$ cat src/rtl/imem_port_arbiter_pkg.sv
// Shared definitions for the program-memory port arbiter: window defaults,
// response-owner encoding and the window check.
package imem_pkg;

  localparam logic [31:0] BASE_ADDR_DEF  = 32'hBFC0_0000;
  localparam int unsigned MEM_AW_DEF     = 12;
  localparam int unsigned STARVE_MAX_DEF = 4;

  typedef enum logic [2:0] {
    RESP_NONE,
    RESP_IF_RD,
    RESP_IF_ERR,
    RESP_D_RD,
    RESP_D_WR,
    RESP_D_ERR
  } resp_owner_t;

  // Offset already rebased to the window; addresses below the base wrap high and fail.
  function automatic logic in_window(input logic [31:0] offset, input int unsigned aw);
    return (offset >> aw) == 32'd0;
  endfunction

endpackage

$ cat src/rtl/imem_port_arbiter_if.sv
// Bundle of fetch, data and memory-side signals around the program-memory arbiter.
interface imem_port_arbiter_if #(
  parameter int unsigned MEM_AW = 12
);
  logic              if_req;
  logic [31:0]       if_addr;
  logic              if_gnt;
  logic              if_rvalid;
  logic [31:0]       if_rdata;
  logic              if_err;

  logic              d_req;
  logic              d_we;
  logic [31:0]       d_addr;
  logic [31:0]       d_wdata;
  logic [3:0]        d_be;
  logic              d_gnt;
  logic              d_rvalid;
  logic [31:0]       d_rdata;
  logic              d_err;

  logic              mem_en;
  logic              mem_we;
  logic [MEM_AW-1:0] mem_addr;
  logic [31:0]       mem_wdata;
  logic [3:0]        mem_be;
  logic [31:0]       mem_rdata;

  modport slave (
    input  if_req, if_addr, d_req, d_we, d_addr, d_wdata, d_be, mem_rdata,
    output if_gnt, if_rvalid, if_rdata, if_err,
    output d_gnt, d_rvalid, d_rdata, d_err,
    output mem_en, mem_we, mem_addr, mem_wdata, mem_be
  );

  modport master (
    output if_req, if_addr, d_req, d_we, d_addr, d_wdata, d_be, mem_rdata,
    input  if_gnt, if_rvalid, if_rdata, if_err,
    input  d_gnt, d_rvalid, d_rdata, d_err,
    input  mem_en, mem_we, mem_addr, mem_wdata, mem_be
  );
endinterface

$ cat src/rtl/imem_port_arbiter_addr_xlate.sv
// CPU address to word-aligned memory offset, with window and optional alignment check.
module imem_addr_xlate
  import imem_pkg::*;
#(
  parameter logic [31:0] BASE_ADDR   = BASE_ADDR_DEF,
  parameter int unsigned MEM_AW      = MEM_AW_DEF,
  parameter bit          CHECK_ALIGN = 1'b1
) (
  input  logic [31:0]       i_addr,
  output logic [MEM_AW-1:0] o_offset,
  output logic              o_err
);

  logic [31:0] w_off;
  logic        w_in_win;
  logic        w_misalign;

  assign w_off      = i_addr - BASE_ADDR;
  assign w_in_win   = in_window(w_off, MEM_AW);
  assign w_misalign = CHECK_ALIGN && (i_addr[1:0] != 2'b00);
  assign o_offset   = {w_off[MEM_AW-1:2], 2'b00};
  assign o_err      = !w_in_win || w_misalign;

endmodule

$ cat src/rtl/imem_port_arbiter.sv
// Shares the single-port program memory between instruction fetch and a data port,
// one access per cycle, with a registered response owner covering the read latency.
module imem_port_arbiter
  import imem_pkg::*;
#(
  parameter logic [31:0] BASE_ADDR  = BASE_ADDR_DEF,
  parameter int unsigned MEM_AW     = MEM_AW_DEF,
  parameter int unsigned STARVE_MAX = STARVE_MAX_DEF
) (
  input logic                clk,
  input logic                rst_n,
  imem_port_arbiter_if.slave bus
);

  localparam int unsigned         CW         = $clog2(STARVE_MAX + 1);
  localparam logic [CW-1:0]       STARVE_LIM = CW'(STARVE_MAX);

  resp_owner_t       r_owner;
  resp_owner_t       w_next_owner;
  logic [CW-1:0]     r_starve_cnt;

  logic [MEM_AW-1:0] w_if_off;
  logic [MEM_AW-1:0] w_d_off;
  logic              w_if_err;
  logic              w_d_err;
  logic              w_starved;
  logic              w_sel_if;
  logic              w_sel_d;

  imem_addr_xlate #(
    .BASE_ADDR   (BASE_ADDR),
    .MEM_AW      (MEM_AW),
    .CHECK_ALIGN (1'b1)
  ) u_if_xlate (
    .i_addr   (bus.if_addr),
    .o_offset (w_if_off),
    .o_err    (w_if_err)
  );

  imem_addr_xlate #(
    .BASE_ADDR   (BASE_ADDR),
    .MEM_AW      (MEM_AW),
    .CHECK_ALIGN (1'b0)
  ) u_d_xlate (
    .i_addr   (bus.d_addr),
    .o_offset (w_d_off),
    .o_err    (w_d_err)
  );

  // Grants are held off during reset so nothing is accepted whose response would be dropped.
  assign w_starved = (r_starve_cnt == STARVE_LIM);
  assign w_sel_if  = rst_n && bus.if_req && (!bus.d_req || w_starved);
  assign w_sel_d   = rst_n && bus.d_req && !w_sel_if;

  always_comb begin
    w_next_owner  = RESP_NONE;
    bus.if_gnt    = 1'b0;
    bus.d_gnt     = 1'b0;
    bus.mem_en    = 1'b0;
    bus.mem_we    = 1'b0;
    bus.mem_addr  = '0;
    bus.mem_wdata = '0;
    bus.mem_be    = '0;
    if (w_sel_if) begin
      bus.if_gnt = 1'b1;
      if (w_if_err) begin
        w_next_owner = RESP_IF_ERR;
      end else begin
        w_next_owner = RESP_IF_RD;
        bus.mem_en   = 1'b1;
        bus.mem_addr = w_if_off;
      end
    end else if (w_sel_d) begin
      bus.d_gnt = 1'b1;
      if (w_d_err) begin
        w_next_owner = RESP_D_ERR;
      end else begin
        bus.mem_en   = 1'b1;
        bus.mem_addr = w_d_off;
        if (bus.d_we) begin
          w_next_owner  = RESP_D_WR;
          bus.mem_we    = 1'b1;
          bus.mem_wdata = bus.d_wdata;
          bus.mem_be    = bus.d_be;
        end else begin
          w_next_owner = RESP_D_RD;
        end
      end
    end
  end

  always_ff @(posedge clk) begin
    if (!rst_n) begin
      r_owner      <= RESP_NONE;
      r_starve_cnt <= '0;
    end else begin
      r_owner <= w_next_owner;
      if (bus.if_req && !bus.if_gnt) begin
        if (!w_starved) begin
          r_starve_cnt <= r_starve_cnt + 1'b1;
        end
      end else begin
        r_starve_cnt <= '0;
      end
    end
  end

  always_comb begin
    bus.if_rvalid = 1'b0;
    bus.if_err    = 1'b0;
    bus.if_rdata  = '0;
    bus.d_rvalid  = 1'b0;
    bus.d_err     = 1'b0;
    bus.d_rdata   = '0;
    unique case (r_owner)
      RESP_IF_RD: begin
        bus.if_rvalid = 1'b1;
        bus.if_rdata  = bus.mem_rdata;
      end
      RESP_IF_ERR: begin
        bus.if_rvalid = 1'b1;
        bus.if_err    = 1'b1;
      end
      RESP_D_RD: begin
        bus.d_rvalid = 1'b1;
        bus.d_rdata  = bus.mem_rdata;
      end
      RESP_D_WR: begin
        bus.d_rvalid = 1'b1;
      end
      RESP_D_ERR: begin
        bus.d_rvalid = 1'b1;
        bus.d_err    = 1'b1;
      end
      default: begin
      end
    endcase
  end

endmodule

$ cat src/flat_wrapper.sv
// flat-port wrapper written by rule: the top's interface ports become plain ports
module imem_port_arbiter_flat import imem_pkg::*;
#(
  parameter logic [31:0] BASE_ADDR  = BASE_ADDR_DEF,
  parameter int unsigned MEM_AW     = MEM_AW_DEF,
  parameter int unsigned STARVE_MAX = STARVE_MAX_DEF
)
  (clk, rst_n, bus_if_req, bus_if_addr, bus_d_req, bus_d_we, bus_d_addr, bus_d_wdata, bus_d_be, bus_mem_rdata, bus_if_gnt, bus_if_rvalid, bus_if_rdata, bus_if_err, bus_d_gnt, bus_d_rvalid, bus_d_rdata, bus_d_err, bus_mem_en, bus_mem_we, bus_mem_addr, bus_mem_wdata, bus_mem_be);
  imem_port_arbiter_if #(.MEM_AW(MEM_AW)) bus_i ();
  input logic clk;
  input logic rst_n;
  input wire logic [$bits(bus_i.if_req)-1:0] bus_if_req;
  input wire logic [$bits(bus_i.if_addr)-1:0] bus_if_addr;
  input wire logic [$bits(bus_i.d_req)-1:0] bus_d_req;
  input wire logic [$bits(bus_i.d_we)-1:0] bus_d_we;
  input wire logic [$bits(bus_i.d_addr)-1:0] bus_d_addr;
  input wire logic [$bits(bus_i.d_wdata)-1:0] bus_d_wdata;
  input wire logic [$bits(bus_i.d_be)-1:0] bus_d_be;
  input wire logic [$bits(bus_i.mem_rdata)-1:0] bus_mem_rdata;
  output wire logic [$bits(bus_i.if_gnt)-1:0] bus_if_gnt;
  output wire logic [$bits(bus_i.if_rvalid)-1:0] bus_if_rvalid;
  output wire logic [$bits(bus_i.if_rdata)-1:0] bus_if_rdata;
  output wire logic [$bits(bus_i.if_err)-1:0] bus_if_err;
  output wire logic [$bits(bus_i.d_gnt)-1:0] bus_d_gnt;
  output wire logic [$bits(bus_i.d_rvalid)-1:0] bus_d_rvalid;
  output wire logic [$bits(bus_i.d_rdata)-1:0] bus_d_rdata;
  output wire logic [$bits(bus_i.d_err)-1:0] bus_d_err;
  output wire logic [$bits(bus_i.mem_en)-1:0] bus_mem_en;
  output wire logic [$bits(bus_i.mem_we)-1:0] bus_mem_we;
  output wire logic [$bits(bus_i.mem_addr)-1:0] bus_mem_addr;
  output wire logic [$bits(bus_i.mem_wdata)-1:0] bus_mem_wdata;
  output wire logic [$bits(bus_i.mem_be)-1:0] bus_mem_be;
  assign bus_i.if_req = bus_if_req;
  assign bus_i.if_addr = bus_if_addr;
  assign bus_i.d_req = bus_d_req;
  assign bus_i.d_we = bus_d_we;
  assign bus_i.d_addr = bus_d_addr;
  assign bus_i.d_wdata = bus_d_wdata;
  assign bus_i.d_be = bus_d_be;
  assign bus_i.mem_rdata = bus_mem_rdata;
  assign bus_if_gnt = bus_i.if_gnt;
  assign bus_if_rvalid = bus_i.if_rvalid;
  assign bus_if_rdata = bus_i.if_rdata;
  assign bus_if_err = bus_i.if_err;
  assign bus_d_gnt = bus_i.d_gnt;
  assign bus_d_rvalid = bus_i.d_rvalid;
  assign bus_d_rdata = bus_i.d_rdata;
  assign bus_d_err = bus_i.d_err;
  assign bus_mem_en = bus_i.mem_en;
  assign bus_mem_we = bus_i.mem_we;
  assign bus_mem_addr = bus_i.mem_addr;
  assign bus_mem_wdata = bus_i.mem_wdata;
  assign bus_mem_be = bus_i.mem_be;
  imem_port_arbiter #(.BASE_ADDR(BASE_ADDR), .MEM_AW(MEM_AW), .STARVE_MAX(STARVE_MAX)) u_core (.clk(clk), .rst_n(rst_n), .bus(bus_i));
endmodule
$ cat config.mk
export PLATFORM = sky130hd
export DESIGN_NAME = imem_port_arbiter_flat
export DESIGN_NICKNAME = d
export VERILOG_FILES = /design/src/rtl/imem_port_arbiter_pkg.sv /design/src/rtl/imem_port_arbiter_if.sv /design/src/rtl/imem_port_arbiter_addr_xlate.sv /design/src/rtl/imem_port_arbiter.sv /design/src/flat_wrapper.sv
export SDC_FILE = /design/constraint.sdc
export NUM_CORES = 1
export LEC_CHECK = 0
export ABC_AREA = 1
export CORE_AREA = 2 2 99 101
export CTS_BUF_LIST = sky130_fd_sc_hd__clkbuf_4 sky130_fd_sc_hd__clkbuf_8
export DETAILED_ROUTE_END_ITERATION = 7
export DIE_AREA = 0 0 101 103
export PLACE_DENSITY = 0.74
export SLEW_MARGIN = 25
export SYNTH_ARGS = -nofsm -noshare
export SYNTH_HDL_FRONTEND = slang
export SYNTH_HIERARCHICAL = 1
export SYNTH_SLANG_ARGS = --single-unit
$ cat constraint.sdc
create_clock -name clk -period 2 [get_ports clk]
set_input_delay 0.4 -clock clk [delete_from_list [all_inputs] [get_ports clk]]
set_output_delay 0.4 -clock clk [all_outputs]
set_load 0.01 [all_outputs]
==> results.txt <==
The number of slew-limit violations in the final report is 0. The final weighted congestion in routability-driven placement is 0.8056. The final instance area came out at 0.004856 mm^2. The worst register-to-register path has a setup slack of about 0.63 ns. The clock transition at the registers of the reported paths is approximately 0.03 ns.

The global routing usage summed across all routing layers is 16.72%. The highest achievable clock rate is 493.2 MHz. The share of layout cells above drive strength 1 is between 20% and 30%.

For this run, the number of Yosys warnings is 6. The combined buffer and inverter count along the critical path is 6. The number of synthesized register bits came out at 6. The via count of the first global-routing pass is roughly 2900. The boundary pin count is around 260. The count of antenna diodes in the layout is 0.

Summing every instance area after synthesis gives 0.001782 mm^2. CTS saw 6 sinks. The data required time of the worst path came out at approximately 1.6 ns.

The post-route setup TNS is -0.03653 ns. The routed via count divided by cell count is roughly 4.3. For the worst setup path, the data arrival time is 1.63 ns. The initial antenna violation count came out at 1.

The count of distinct cell types in the synthesized netlist is 22. The wire length of the first global-routing pass came out at 13900 um. The checks that failed: negative setup slack. The count of nets left with antenna violations once routing finished came out at 0. The post-synthesis sequential area ratio is 6.742%. Once the floorplan was initialized, standard cells occupied between 10% and 20% of the core. The flow ran to the end, but the final reports show violations. The post-layout total power came out at 0.8575 mW. The tool flagged a number of max-cap violations equal to 0. The area of the core came out at 0.009459 mm^2. The sum of routed wire length over all layers is 10420 um. The later-pin clock latency in the skew report came out at around 0.22 ns. STA classifies the critical path endpoint as an output port. The length of routed wiring on met1 is 3888 um. IR analysis of the VDD net gives a maximum drop of about 0.00018 V. Setup repair after global routing could not meet its margin everywhere. The post-cts hold buffer count came out at 0.

The area overhead of the layout relative to synthesis is 172.5%. The power per standard cell area is 176.6 mW/mm^2. The family with the most delay on the worst path is buffers and inverters.

The synthesized instance count came out at roughly 370. The number of buffer cells added on primary ports came out at 252. The floorplan row count came out at 36. The floorplan die area came out at around 0.010 mm^2. The final period utilization came out at 101.4%. The standard cell area after detailed placement is about 0.0044 mm^2. The final-layout fill cell count came out at 929. The total length of routed met2 wires is 5538 um. On the final layout, the worst clock skew is 0.001306 ns. The total number of vias came out at 3219. The minimum setup slack in the final design came out at -0.02751 ns. The average instance area after synthesis came out at around 4.8 um^2. The maximum single-stage delay on the critical path came out at around 0.15 ns. The min-delay analysis places its worst path in the category reg2reg. The cell count after placement is between 700 and 800. The HPWL reported at the end of detailed placement came out at 7323 um. Buffers inserted during clock tree synthesis total 3. The die height came out at ~100 um. The CTS root buffer is sky130_fd_sc_hd__clkbuf_8. The count of endpoints failing setup in the final report came out at 3. The met3 wirelength from detailed routing came out at 823 um. The DRC violations left came out at 0.

The clock tree from TritonCTS is built. The final net count came out at 768. In this design, the critical path's most frequently occurring cell is sky130_fd_sc_hd__buf_6. The total overflow left after global routing is 0. The non-filler instance count after layout came out at 741. On the critical path, the stage with the largest delay is an instance of sky130_fd_sc_hd__buf_2. The sort of element at the start of the critical path is an input port. For this design the static power due to leakage is roughly 3.1 nW. Routed signal wires occupy layers up through met5. In the final routed layout, each cell accounts on average for 14.06 um. The kind of critical path is in2out. Entering global routing, the biggest net connects 37 pins.

The first-pass iteration count of the detailed router is 4. The critical path goes through buf_6, nor2_4, nand3b_1, nor2_2, nand2_2, inv_4, buf_6, buf_6, buf_16, nand3_2, nor2_2, buf_2. The shortest clock period the worst path allows after layout came out at 2.028 ns.

The hold violation total from the final report is 0. The total number of H-tree levels came out at 1. The initial DRC count is 84. Of all nets on the critical path, the largest fanout is 5. From left edge to right edge, the die measures 101 um. The buffer levels on the longest clock path is 2. The worst slack at placement came out at -0.7437 ns.
## power breakdown
| group | internal [mW] | total, mW | switching (mW) | leakage [nW] |
|---|---|---|---|---|
| sequential | 0.125 | 0.128 | 0.00329 | 0.0504 |
| clock | 0.129 | 0.175 | 0.0461 | 0.0216 |
| combinational | 0.345 | 0.554 | 0.209 | 2.98 |
| total | 0.599 | 0.857 | 0.258 | 3.05 |
## Yosys cell counts
| library cell | n | area (um^2) |
|---|---|---|
| sky130_fd_sc_hd__conb_1 | 2 | 7.510 |
| sky130_fd_sc_hd__nor2_2 | 9 | 56.30 |
| sky130_fd_sc_hd__nand2_2 | 3 | 18.77 |
| sky130_fd_sc_hd__nand3_1 | 56 | 280.3 |
| sky130_fd_sc_hd__clkbuf_1 | 8 | 30.03 |
| sky130_fd_sc_hd__nand4_1 | 13 | 81.33 |
| sky130_fd_sc_hd__dfxtp_1 | 6 | 120.1 |
| sky130_fd_sc_hd__ha_1 | 2 | 25.02 |
| sky130_fd_sc_hd__buf_6 | 1 | 11.26 |
| sky130_fd_sc_hd__nand3b_1 | 1 | 7.510 |
| sky130_fd_sc_hd__xnor2_1 | 1 | 8.760 |
| sky130_fd_sc_hd__buf_4 | 24 | 180.2 |
| sky130_fd_sc_hd__buf_8 | 1 | 15.01 |
| sky130_fd_sc_hd__a21oi_1 | 1 | 5.000 |
| sky130_fd_sc_hd__inv_2 | 3 | 11.26 |
| sky130_fd_sc_hd__nor2_1 | 128 | 480.5 |
| sky130_fd_sc_hd__or2_0 | 1 | 6.260 |
| sky130_fd_sc_hd__buf_2 | 14 | 70.07 |
| sky130_fd_sc_hd__inv_1 | 55 | 206.5 |
| sky130_fd_sc_hd__o21ai_0 | 2 | 10.01 |
| sky130_fd_sc_hd__nand2_1 | 37 | 138.9 |
| sky130_fd_sc_hd__nand2_4 | 1 | 11.26 |
## per-stage QoR
stage | hold WS [ns] | utilization [%]
finish | 0.4931 | 51.34
global route | 0.5036 | 51.34
CTS | 0.5121 | 47.59
detailed placement | 0.5072 | 46.52
global placement | 0.4922 | 46.52
floorplan | 0.4173 | -
## registers in the layout, indices dropped and copies added, names as in the netlist
signal               count
u_core/r_starve_cnt      3
u_core/r_owner           3
## cells by family (layout without fill, tap and decap cells)
group | after synthesis | after routing | share of synthesized area, %
xor gates and xnor gates | 1 | 1 | 0.4917
buffers and inverters | 106 | 361 | 29.42
DFF | 6 | 6 | 6.742
and+or+nand+nor | 249 | 250 | 60.67
other | 2 | 4 | 0.4215
adders and majority gates | 2 | 2 | 1.404
AOI/OAI and AO/OA | 3 | 3 | 0.8424
## layout make-up
class / count / area (um^2) / area share, %
Sequential cell: 6 / 123.9 / 2.551
Multi-Input combinational cell: 260 / 1321 / 27.21
Timing Repair Buffer: 300 / 3002 / 61.81
Clock buffer: 3 / 41.29 / 0.8503
Inverter: 58 / 225.2 / 4.638
Tap cell: 114 / 142.6 / 2.937
## cell usage in the layout (no fill, tap or decap), drive strengths merged, types with 2 or more instances in the layout
cell type      instances
buf                  108
clkbuf                22
clkdlybuf4s15          7
clkdlybuf4s50         92
conb                   4
dfxtp                  6
dlygate4sd2           38
dlymetal6s2s          36
ha                     2
inv                   57
nand2                 42
nand3                 56
nand4                 13
nor2                 137
o21ai                  2
## worst register-to-register path, cell delays in order (launching register included)
cell	delay, ns
sky130_fd_sc_hd__dfxtp_2	0.31
sky130_fd_sc_hd__inv_1	0.06
sky130_fd_sc_hd__ha_2	0.18
sky130_fd_sc_hd__nand2_2	0.08
sky130_fd_sc_hd__nand2_4	0.10
sky130_fd_sc_hd__buf_4	0.20
sky130_fd_sc_hd__nand3_1	0.10
sky130_fd_sc_hd__buf_4	0.15
sky130_fd_sc_hd__nand2_1	0.06
sky130_fd_sc_hd__inv_1	0.04
## per-layer routing
| layer | GRT usage, % | vias to the layer above |
|---|---|---|
| li1 | - | 1609 |
| met2 | 31.49 | 143 |
| met3 | 3.729 | 14 |
| met1 | 18.94 | 1451 |
| met4 | 4.574 | 2 |
| met5 | 0 | - |
## timing repair
| item | 4_1_cts | 5_1_grt |
|---|---|---|
| cloned | 7 | 9 |
| endpoints found under the setup margin | 93 | 84 |
| buffers inserted | 10 | 4 |
| pin swaps | 61 | 47 |
| gates resized for setup | 365 | 94 |
## path summary, 6_finish.rpt
kind | startpoint | endpoint | depth (start not counted)
max | bus_d_addr[14] | bus_mem_be[3] | 12
min | u_core/r_starve_cnt[0]$_SDFFE_PN0N_ | u_core/r_starve_cnt[0]$_SDFFE_PN0N_ | 2
max reg2reg | u_core/r_starve_cnt[1]$_SDFFE_PN0N_ | u_core/r_owner[1]$_SDFF_PN0_ | 9
min reg2reg | u_core/r_starve_cnt[0]$_SDFFE_PN0N_ | u_core/r_starve_cnt[0]$_SDFFE_PN0N_ | 2
Note: power is estimated with default switching activity, not from simulation.
